[src/rtl/divider_seq.sv]
// Sequential RV32M-style divider: restoring shift-subtract, one quotient bit per cycle.
// Divide-by-zero and signed overflow bypass the iteration and complete in one cycle.
module divider_seq #(
  parameter int unsigned WIDTH = 32
) (
  input  logic             clk,
  input  logic             rst,
  input  logic             start,
  input  logic [1:0]       op,
  input  logic [WIDTH-1:0] dividend,
  input  logic [WIDTH-1:0] divisor,
  output logic             busy,
  output logic             done,
  output logic [WIDTH-1:0] result
);

  localparam int unsigned      CW       = (WIDTH > 1) ? $clog2(WIDTH) : 1;
  localparam logic [CW-1:0]    LAST     = CW'(WIDTH - 1);
  localparam logic [WIDTH-1:0] ALL_ONES = '1;
  localparam logic [WIDTH-1:0] MIN_NEG  = {1'b1, {(WIDTH-1){1'b0}}};

  typedef enum logic [1:0] {IDLE, CALC, DONE} state_t;

  state_t           state;
  logic [CW-1:0]    cnt;
  logic [WIDTH-1:0] rem;
  logic [WIDTH-1:0] quo;
  logic [WIDTH-1:0] div_mag;
  logic             op_rem;
  logic             neg_q;
  logic             neg_r;

  logic             signed_op;
  logic             a_neg;
  logic             b_neg;
  logic [WIDTH-1:0] a_mag;
  logic [WIDTH-1:0] b_mag;
  logic             div_zero;
  logic             overflow;
  logic [WIDTH-1:0] special_res;
  logic [WIDTH:0]   shifted;
  logic [WIDTH:0]   trial;
  logic [WIDTH-1:0] iter_rem;
  logic [WIDTH-1:0] iter_quo;
  logic [WIDTH-1:0] fin_quo;
  logic [WIDTH-1:0] fin_rem;

  // Operand decode at acceptance: magnitudes and special-case detection.
  always_comb begin
    signed_op   = ~op[0];
    a_neg       = signed_op & dividend[WIDTH-1];
    b_neg       = signed_op & divisor[WIDTH-1];
    a_mag       = a_neg ? -dividend : dividend;
    b_mag       = b_neg ? -divisor : divisor;
    div_zero    = (divisor == '0);
    overflow    = signed_op & (dividend == MIN_NEG) & (divisor == ALL_ONES);
    special_res = div_zero ? (op[1] ? dividend : ALL_ONES)
                           : (op[1] ? '0 : MIN_NEG);
  end

  // One restoring step; trial[WIDTH] is the sign of the trial subtraction.
  always_comb begin
    shifted  = {rem, quo[WIDTH-1]};
    trial    = shifted - {1'b0, div_mag};
    iter_rem = trial[WIDTH] ? shifted[WIDTH-1:0] : trial[WIDTH-1:0];
    iter_quo = {quo[WIDTH-2:0], ~trial[WIDTH]};
    fin_quo  = neg_q ? -iter_quo : iter_quo;
    fin_rem  = neg_r ? -iter_rem : iter_rem;
  end

  always_ff @(posedge clk) begin
    if (rst) begin
      state   <= IDLE;
      cnt     <= '0;
      rem     <= '0;
      quo     <= '0;
      div_mag <= '0;
      op_rem  <= 1'b0;
      neg_q   <= 1'b0;
      neg_r   <= 1'b0;
      busy    <= 1'b0;
      done    <= 1'b0;
      result  <= '0;
    end else begin
      case (state)
        IDLE: begin
          done <= 1'b0;
          if (start) begin
            op_rem  <= op[1];
            neg_q   <= a_neg ^ b_neg;
            neg_r   <= a_neg;
            rem     <= '0;
            quo     <= a_mag;
            div_mag <= b_mag;
            cnt     <= '0;
            busy    <= 1'b1;
            if (div_zero || overflow) begin
              result <= special_res;
              done   <= 1'b1;
              state  <= DONE;
            end else begin
              state  <= CALC;
            end
          end
        end
        CALC: begin
          rem <= iter_rem;
          quo <= iter_quo;
          cnt <= cnt + CW'(1);
          // Final step folds in the sign correction so result is ready in DONE.
          if (cnt == LAST) begin
            cnt    <= '0;
            result <= op_rem ? fin_rem : fin_quo;
            done   <= 1'b1;
            state  <= DONE;
          end
        end
        DONE: begin
          done  <= 1'b0;
          busy  <= 1'b0;
          state <= IDLE;
        end
        default: state <= IDLE;
      endcase
    end
  end

endmodule

[config.mk]
export PLATFORM = sky130hd
export DESIGN_NAME = divider_seq
export DESIGN_NICKNAME = d
export VERILOG_FILES = /design/src/rtl/divider_seq.sv
export SDC_FILE = /design/constraint.sdc
export NUM_CORES = 1
export LEC_CHECK = 0
export ABC_AREA = 1
export BUFFER_PORTS_ARGS = -buffer_cell sky130_fd_sc_hd__buf_4
export CAP_MARGIN = 20
export CORE_ASPECT_RATIO = 0.5
export CORE_MARGIN = 8
export CORE_UTILIZATION = 45
export DETAILED_ROUTE_END_ITERATION = 16
export HOLD_SLACK_MARGIN = 0.02
export SYNTH_ARGS = -nofsm -noshare
export SYNTH_HDL_FRONTEND = slang
export SYNTH_SLANG_ARGS = --single-unit
[constraint.sdc]
create_clock -name clk -period 4.9 [get_ports clk]
set_input_delay 0 -clock clk [delete_from_list [all_inputs] [get_ports clk]]
set_output_delay 0 -clock clk [all_outputs]
set_load 0.03 [all_outputs]
Word level (Yosys, flattened, before mapping):

Cells that the tools add are included.

* flip-flop bits (word level): 140
* bits of input ports: 69
* output and inout port bits: 34
* word-level logic and storage cells: 74

* add/subtract/negate cells: 6
* eq/ne operators: 8
* mux-type cells: 30
* bitwise operators: 7
* reduce and logical (&&, ||, !) cells: 12

Operators with widths (number)
* 32-bit two-way mux: 14
* 32-bit case mux with 2 select lines: 3
* 32-bit negator: 4
* 32-bit equality test, second input constant: 2
* 33-bit by 32-bit subtractor with 33-bit output: 1
* 32-bit logical NOT: 1
* 5-bit two-way mux: 2
* 5-bit case mux with 2 select lines: 1
* 2-bit AND reduction: 5
* 2-bit two-way mux: 3
* 2-bit != test, second input constant: 3
* 5-bit by 1-bit adder with 5-bit output, second input constant: 1
* 5-bit equality test, second input constant: 1
* 1-bit AND: 4
* 1-bit two-way mux: 4
* 2-bit case mux with 2 select lines: 1
* 4-bit AND reduction: 1
* 2-bit nonzero test: 2
* 1-bit case mux with 3 select lines: 1
* 3-bit nonzero test: 1
* 2-bit by 1-bit equality test with 1-bit output, second input constant: 1
* 2-bit equality test, second input constant: 1
* 2-bit logical NOT: 1
* 1-bit NOT: 2
* other kinds (3): 3

Longest topological paths before layout:

Gate-level depths: netlist of run 1.

* word-level depth: 7
* mapped depth: 33
* mapped depth without buffers: 31

Worst setup path after synthesis of run 1:

Ideal clock, no wire load.

* path type: reg2reg
* start: reg quo[31]
* end: reg result[30]
* library setup time: 0.120 ns
* data arrival time: 3.741 ns
* data required time: 4.780 ns
* slack: 1.040 ns
* cell stages (with the launch flop): 34
* buffers on the path: 2
* clock period less this slack: 3.860 ns
* path through: dfxtp_1 -> inv_1 -> ha_1 -> fa_1 -> inv_1 -> nand2_1 -> nand2_1 -> nand3_1 -> nand2_1 -> nand2_1 -> nand2_2 -> nand2_4 -> nand2_4 -> nand2_4 -> nand2_4 -> buf_6 -> buf_6 -> ha_1 -> nand2_1 -> nor3_1 -> nand2_1 -> nor2_1 -> nand4_1 -> nor2_1 -> nand3_1 -> nor2_1 -> nand2_1 -> inv_1 -> a21oi_1 -> o21ai_0 -> a21o_1 -> nand2_1 -> nand2_1 -> a21oi_1

* cells in the longest elaborated chain, start to end: 7
* elaborated cells on any way between the ends: 10
* classes of those cells: add/sub: 3; mux: 6; bitwise: 1

Ends and longest elaborated chain
* start: declaration: line 27 `logic [WIDTH-1:0] quo;`
* start signal: assignment: line 93 `quo <= a_mag;`
* start signal: assignment: line 108 `quo <= iter_quo;`
* 33-bit by 32-bit subtractor with 33-bit output: line 64 `trial = shifted - {1'b0, div_mag};`
* 32-bit two-way mux or 1-bit NOT (tied branches): line 65, 66
* 32-bit negator, on equally long branches: line 68, 67
* 32-bit two-way mux, on equally long branches: line 68, 67
* 32-bit two-way mux *: line 113 `result <= op_rem ? fin_rem : fin_quo;`
* 32-bit two-way mux *: line 111 `if (cnt == LAST) begin`
* 32-bit case mux with 2 select lines *: line 85 `case (state)`
* end signal: assignment: line 98 `result <= special_res;`
* end signal: assignment: line 113
* end: declaration: line 14 `output logic [WIDTH-1:0] result`

Mark *: on every way between the ends. The rest lies on a longest branch, timed or not. The select of a mux whose other input is x is not followed.
A chain may end at the register's enable or synchronous reset.

Worst setup path in the final report of run 1:

Same ends and word-level chain as after synthesis.

==> metrics.md, run 1 <==
| Metric | Value |
|---|---|
| Vias in the first global route | `between 10000 and 15000` |
| Worst-Margin Slew | `about 0.88 ns` |
| Die width | `~260 um` |
| Synthesized area | `12900 um2` |
| Vias | `14500` |
| Drt drc | `0` |
| First-pass GRT wire length | `about 74000 um` |
| Max incr delay on CP | `0.42 ns` |
| Comb power frac | `0.548` |
| Number of diodes | `0` |
| Worst endpoint required time | `5.24 ns` |
| Psw | `between 3000 and 4000 uW` |
| Worst slew margin | `0.410` |
| Setup TNS | `0 ns` |
| Worst path most repeated cell | `nand2_1` |
| Flops & latches, synth | `140` |
| P_int | `3410 uW` |
| Pin count of the biggest net entering global routing | `52` |
| Post-route clock period utilization | `0.858` |
| FMAX | `between 200 and 250 MHz` |
| H-tree levels | `4` |
| Drt via density | `approximately 5.3` |
| Final Critical Period | `around 4.2 ns` |
| Share of power burned in registers | `0.254` |
| CP max FO | `6` |
| Number of distinct library cells after synthesis | `52` |
| CTS tree | `built` |
| Die height | `136 um` |
| Synth warn | `0` |
| Die area | `~35000 um2` |
| CTS Buf Count | `17` |
| Core area | `around 28000 um2` |
| GRT overflow | `0` |
| First drt pass iteration count | `6` |
| CP max stage cell | `fa_1` |
| Leak | `approximately 0.0075 uW` |
| HP Class | `in -> reg` |
| FP Rows | `43` |
| Top cell type's share of synthesized area | `0.218` |
| Syn Nets | `around 2300` |
| Switching fraction of total power | `0.503` |
| Sink Count | `140` |
| Crit path launch | `quo[31]` |
| Dpl hpwl | `36200 um` |
| Worst-path clk slew | `about 0.070 ns` |
| Kind of critical path | `reg -> reg` |
| Initial core utilization | `0.461` |
| Worst setup margin | `between 0.6 and 0.7 ns` |
| Port Buf Inserts | `approximately 100` |
| Endpoint class of the critical path | `flop` |
| Post-route ant nets | `0` |
| Wirelength per Cell | `between 15 and 20 um` |
| Area leader, netlist | `dfxtp_1` |
| Top post-synthesis cells by area | `dfxtp_1 (22%), nand2_1 (20%), a21oi_1 (8.5%)` |
| Post-Synthesis Cells | `roughly 2200` |
| Post-CTS Setup Bufs | `0` |
| Mapped Avg Cell Area | `5.78 um2` |
| RSZ-0062 raised after global routing | `false` |
| Area delta synth->final | `16.5%` |
| Seq/Total Area, Yosys | `0.218` |
| GRT Overall Usage | `0.274` |
| Outcome | `completed` |
| Place WS | `0.807 ns` |
| Layout cells sized above 1 | `0.104` |
| CP Launch Type | `flop` |
| # Max-Cap Violations | `0` |
| First DRT Iteration DRCs | `1445` |
| Maximum VDD drop | `~0.26 mV` |
| Longest Clk Path Bufs | `2` |
| Final hold vios | `0` |
| Initial antenna violation count | `0` |
| Placer Congestion | `~0.94` |
| Worst R2R Start | `quo[31]` |
| Power per cell area | `457 nW/um2` |
| CTS root buf | `clkbuf_16` |
| IO Pins | `roughly 100` |
| Clock share of power | `0.198` |
| WL final | `~47000 um` |
| Clk_skew | `slightly above 0.008 ns` |
| Hold_sp | `divisor[24]` |
| Layout Nets | `around 2400` |
| Final Max Slew Viols | `0` |
| Critical path arrival | `between 4 and 5 ns` |
| Fill cells | `2924` |
| Clk_lat worst skew | `about 0.46 ns` |
| Finish-stage setup viols | `0` |
-- metal layers --
layer,global-route usage,share of wire,vias up
li1,-,-,7414
met1,0.407,0.49,6515
met2,0.379,0.40,546
met3,0.0597,0.085,72
met4,0.0922,0.030,0
met5,0,0,-
-- flip-flops by register name, summed over array words and instances (netlist names) --
register / flops
quo: 32
result: 32
busy: 1
div_mag: 32
op_rem: 1
neg_q: 1
cnt: 5
rem: 32
done: 1
state: 2
neg_r: 1
-- cell type report --
type                            count  area (um2)  share of cell area
Clock buffer                       22         484              0.0323
Inverter                          292        1100              0.0731
Sequential cell                   140        2800               0.187
Multi-Input combinational cell   1703        8550               0.570
Tap cell                          382         478              0.0319
Timing Repair Buffer              174        1470              0.0979
Clock inverter                     10         114             0.00759
-- path summary, 6_finish.rpt --
| check | end | slack (ns) | depth (start not counted) |
|---|---|---|---|
| setup / recovery | result[30] | 0.70 | 31 |
| hold reg to reg | result[15] | 0.46 | 2 |
| setup reg to reg | result[30] | 0.70 | 31 |
| hold / removal | div_mag[24] | 0.03 | 5 |
-- logic make-up (layout without fill, tap and decap cells) --
| group | Yosys count | in the layout | synth area share |
|---|---|---|---|
| flip-flops | 140 | 140 | 0.218 |
| AO/OA/AOI/OAI | 453 | 453 | 0.195 |
| XOR/XNOR | 52 | 52 | 0.0354 |
| AND/OR/NAND/NOR | 1154 | 1154 | 0.390 |
| buffers and inverters | 384 | 498 | 0.119 |
| adder cells (fa/ha/maj) | 44 | 44 | 0.0433 |
-- worst max-delay path, delay by kind of cell, from the launching register on --
kind | cells | cell delay [ns]
simple gates | 21 | 2.27
buf+inv | 3 | 0.26
fa+ha+maj | 3 | 0.85
compound gates | 4 | 0.41
flops | 1 | 0.31
-- cells in the final DEF (no fill, tap or decap), types with 3 or more instances in the layout --
master	count
buf_4	116
dlygate4sd3_1	57
clkbuf_16	17
nand3b_1	6
clkbuf_8	4
nor4_1	10
nor2_4	6
ha_1	42
nand3_2	7
xor2_1	31
nor2_1	202
a21oi_1	219
o221ai_1	17
a31oi_1	11
nand2_1	673
inv_1	279
o211ai_1	21
or2_2	7
nor3_1	36
clkinv_4	3
a21oi_2	5
o21ai_0	149
nand3_1	123
nand2_4	12
a21o_1	3
and2_1	3
inv_2	11
dfxtp_1	140
clkinv_2	4
o21bai_1	4
o31ai_1	4
nor2_2	9
nand4_1	25
xnor2_1	21
nand2_2	25
o21ai_1	8
a221oi_1	3
-- repair_timing --
item	in CTS	in global routing
resized for setup	0	0
hold endpoints to repair	58	0
hold buffers	57	0
-- synth_stat cells, drive strengths merged --
cell    instances
nand2         710
inv           290
a21oi         225
nor2          217
o21ai         159
dfxtp         140
nand3         132
clkbuf         61
ha             43
nor3           39
buf            31
xor2           31
nand4          26
o211ai         21
xnor2          21
o221ai         17
a31oi          11
nor4           10
or2             7
nand3b          6
o21bai          6
and2            4
o31ai           4
a21o            3
a221oi          3
clkinv          2
nor3b           2
o22ai           2
a21boi          1
and3            1
fa              1
o41ai           1
-- per-stage QoR --
| step | util | std cells | power, uW | hold slack [ns] | area (um2) |
|---|---|---|---|---|---|
| floorplan | - | 2227 | 4290 | 0.154 | 12900 |
| global placement | 0.494 | 2633 | 5390 | 0.311 | 13800 |
| detailed placement | 0.494 | 2633 | 5390 | 0.314 | 13800 |
| CTS | 0.536 | 2722 | 6790 | 0.0260 | 15000 |
| global route | 0.537 | 2723 | 7380 | 0.0489 | 15000 |
| finish | 0.537 | 2723 | 6860 | 0.0287 | 15000 |
-- power groups by stage --
stage | clock (uW) | sequential, uW | combinational (uW)
after global routing | 1420 | 1770 | 4180
after floorplan | 0 | 1770 | 2520
after global placement | 0 | 1750 | 3640
final | 1360 | 1740 | 3760
after CTS | 1370 | 1730 | 3700
after detailed placement | 0 | 1750 | 3640
No activity file was read; power rests on OpenSTA's default activity.
==> run 2, diff against run 1 <==
--- a/config.mk
+++ b/config.mk
@@ -8,9 +8,9 @@
 export ABC_AREA = 1
 export BUFFER_PORTS_ARGS = -buffer_cell sky130_fd_sc_hd__buf_4
 export CAP_MARGIN = 20
-export CORE_ASPECT_RATIO = 0.5
 export CORE_MARGIN = 8
 export CORE_UTILIZATION = 45
+export CTS_CLUSTER_DIAMETER = 150
 export DETAILED_ROUTE_END_ITERATION = 16
 export HOLD_SLACK_MARGIN = 0.02
 export SYNTH_ARGS = -nofsm -noshare
==> constraint.sdc (replaced) <==
create_clock -name clk -period 4.9 [get_ports clk]
set_input_delay 0.49 -clock clk [delete_from_list [all_inputs] [get_ports clk]]
set_output_delay 0.49 -clock clk [all_outputs]
set_load 0.03 [all_outputs]
==> metrics.md, run 2 (synthesized netlist as in run 1, its figures left out) <==
| Metric | Value |
|---|---|
| Drt drc | `0 (unchanged)` |
| Crit path launch | `div_mag[27] (was quo[31])` |
| GRT Overall Usage | `0.275 (was 0.274)` |
| Setup TNS | `0 ns (unchanged)` |
| Die area | `34300 um2 (was 34600 um2)` |
| Power per cell area | `482 nW/um2 (was 457 nW/um2)` |
| Worst-path clk slew | `0.07 ns (about the same)` |
| CTS root buf | `clkbuf_16 (unchanged)` |
| CTS tree | `built (unchanged)` |
| CP max stage cell | `nand2_4 (was fa_1)` |
| Wirelength per Cell | `17.8 um (was 17.4 um)` |
| FMAX | `232 MHz (was 238 MHz)` |
| Final Max Slew Viols | `0 (unchanged)` |
| WHS | `0.358 ns (was 0.0287 ns)` |
| Critical path arrival | `4.67 ns (was 4.55 ns)` |
| Final Critical Period | `4.31 ns (was 4.20 ns)` |
| Levels on crit path | `20 (was 31)` |
| Layout cells sized above 1 | `0.106 (was 0.104)` |
| First-pass GRT wire length | `73600 um (was 74300 um)` |
| R2R depth | `20 (was 31)` |
| Place WS | `0.696 ns (was 0.807 ns)` |
| Port Buf Inserts | `102 (unchanged)` |
| Post-cts sizing count | `0 (unchanged)` |
| HP Class | `in -> reg (unchanged)` |
| FP Rows | `62 (was 43)` |
| Post-route clock period utilization | `0.879 (was 0.858)` |
| WL final | `47600 um (was 47500 um)` |
| Area delta synth->final | `12.3% (was 16.5%)` |
| Outcome | `completed (unchanged)` |
| GRT overflow | `0 (unchanged)` |
| # Max-Cap Violations | `0 (unchanged)` |
| R2R Setup Slk | `0.59 ns (was 0.70 ns)` |
| Bufs and invs on worst path | `2 (was 3)` |
| Dpl hpwl | `37000 um (was 36200 um)` |
| Finish-stage setup viols | `0 (unchanged)` |
| Die height | `185 um (was 136 um)` |
| Layout Nets | `2383 (was 2441)` |
| CP Launch Type | `flop (unchanged)` |
| Initial core utilization | `0.452 (was 0.461)` |
| Worst endpoint required time | `5.26 ns (was 5.24 ns)` |
| Longest Clk Path Bufs | `2 (unchanged)` |
| Max incr delay on CP | `0.51 ns (was 0.42 ns)` |
| Most frequent cells in the layout | `nand2_1 (673), inv_1 (280), a21oi_1 (219), nor2_1 (202), o21ai_0 (149) (was nand2_1 (673), inv_1 (279), a21oi_1 (219), nor2_1 (202), o21ai_0 (149))` |
| CP delay by family, top | `simple AND/OR/NAND/NOR gates (unchanged)` |
| CTS Buf Count | `17 (unchanged)` |
| Worst hold endpoint | `div_mag[0] (was div_mag[24])` |
| Pin count of the biggest net entering global routing | `77 (was 52)` |
| Post-route ant nets | `0 (unchanged)` |
| First DRT Iteration DRCs | `1600 (was 1445)` |
| Leak | `0.00723 uW (was 0.00747 uW)` |
| Commonest non-fill, non-tap cell in the layout | `nand2_1 (unchanged)` |
| CP max FO | `48 (was 6)` |
| H-tree levels | `4 (unchanged)` |
| Die width | `185 um (was 255 um)` |
| Endpoint class of the critical path | `flop (unchanged)` |
| Vias | `14400 (was 14500)` |
| Post-CTS Setup Bufs | `0 (unchanged)` |
| Hold Buf Count CTS | `0 (was 57)` |
| Vias in the first global route | `13300 (was 13100)` |
| Clk_lat worst skew | `0.44 ns (was 0.46 ns)` |
| Maximum VDD drop | `0.498 mV (was 0.261 mV)` |
| RSZ-0062 raised after global routing | `false (unchanged)` |
| IO Pins | `103 (unchanged)` |
| Hold_sp | `divisor[0] (was divisor[24])` |
| FF-to-FF End | `result[6] (was result[30])` |
| Worst slew margin | `0.371 (was 0.410)` |
| Sink Count | `140 (unchanged)` |
| Core area | `28500 um2 (was 27900 um2)` |
| Hold Path Cell Cnt | `3 (was 5)` |
| Worst-Margin Slew | `0.943 ns (was 0.883 ns)` |
| Clk_skew | `0.0131 ns (was 0.00827 ns)` |
| Worst R2R Start | `div_mag[27] (was quo[31])` |
| Drt via density | `5.40 (was 5.34)` |
| Worst setup margin | `0.592 ns (was 0.695 ns)` |
| Final hold vios | `0 (unchanged)` |
| Initial antenna violation count | `0 (unchanged)` |
| Worst path most repeated cell | `nand2_1 (unchanged)` |
| Worst path cell trace | `inv_1 > ha_1 > a21oi_1 > nand2_1 > nand2_1 > nand2_1 > a21oi_4 > nand3_2 > nand2_4 > nand2_1 > nand2_4 > ha_1 > nand3_1 > nor2_4 > inv_1 > o21ai_0 > nor2_1 > o21ai_0 > nand2_1 > a21oi_1` |
| Placer Congestion | `0.932 (was 0.942)` |
| Number of diodes | `0 (unchanged)` |
| Kind of critical path | `reg -> reg (unchanged)` |
| First drt pass iteration count | `5 (was 6)` |
| Fill cells | `3097 (was 2924)` |
## run 2: cell types whose count changed in the layout (fill, tap and decap cells not counted), sizes merged
cell	previous run	this run
clkinv	9	6
dlygate4sd3	57	0
clkbuf	22	17
buf	117	116
bufinv	2	5
clkinvlp	1	3
inv	290	292
## run 2: tightest hold or removal path, cell delays in order
cell and delay [ns]:
buf_4 0.10, inv_1 0.06, a21oi_1 0.11
## run 2: power breakdown
group / switching, uW / internal, uW
Clock: 566 / 903
Sequential: 319 / 1420
Combinational: 2620 / 1140
## run 2: cell type report
cell class                      count  area, um2  area share
Multi-Input combinational cell   1703       8550       0.592
Tap cell                          384        480      0.0332
Timing Repair Buffer              116        883      0.0611
Sequential cell                   140       2800       0.194
Inverter                          292       1100      0.0758
Clock buffer                       17        425      0.0294
Clock inverter                     14        218      0.0151
## run 2: metal layers
layer / track usage / up-vias / part of all wire
met4: 0.0839 / 0 / 0.023
met5: 0 / - / 0
met2: 0.422 / 519 / 0.43
li1: - / 7275 / -
met1: 0.387 / 6546 / 0.47
met3: 0.0483 / 58 / 0.073
## run 2: worst max-delay path by stage
stage	slack, ns	to
finish	0.59	result[6]
global route	0.02	result[30]
CTS	0.66	result[30]
detailed placement	0.70	result[30]
global placement	0.77	result[30]
floorplan	1.04	result[30]
## run 2: per-stage QoR
stage	instances	total power (uW)	utilization	area, um2
2_1_floorplan	2227	4290	-	12900
3_5_place_dp	2634	5430	0.485	13800
4_1_cts	2665	6910	0.507	14400
3_3_place_gp	2634	5430	0.485	13800
5_1_grt	2666	7460	0.508	14500
6_report	2666	6970	0.508	14500
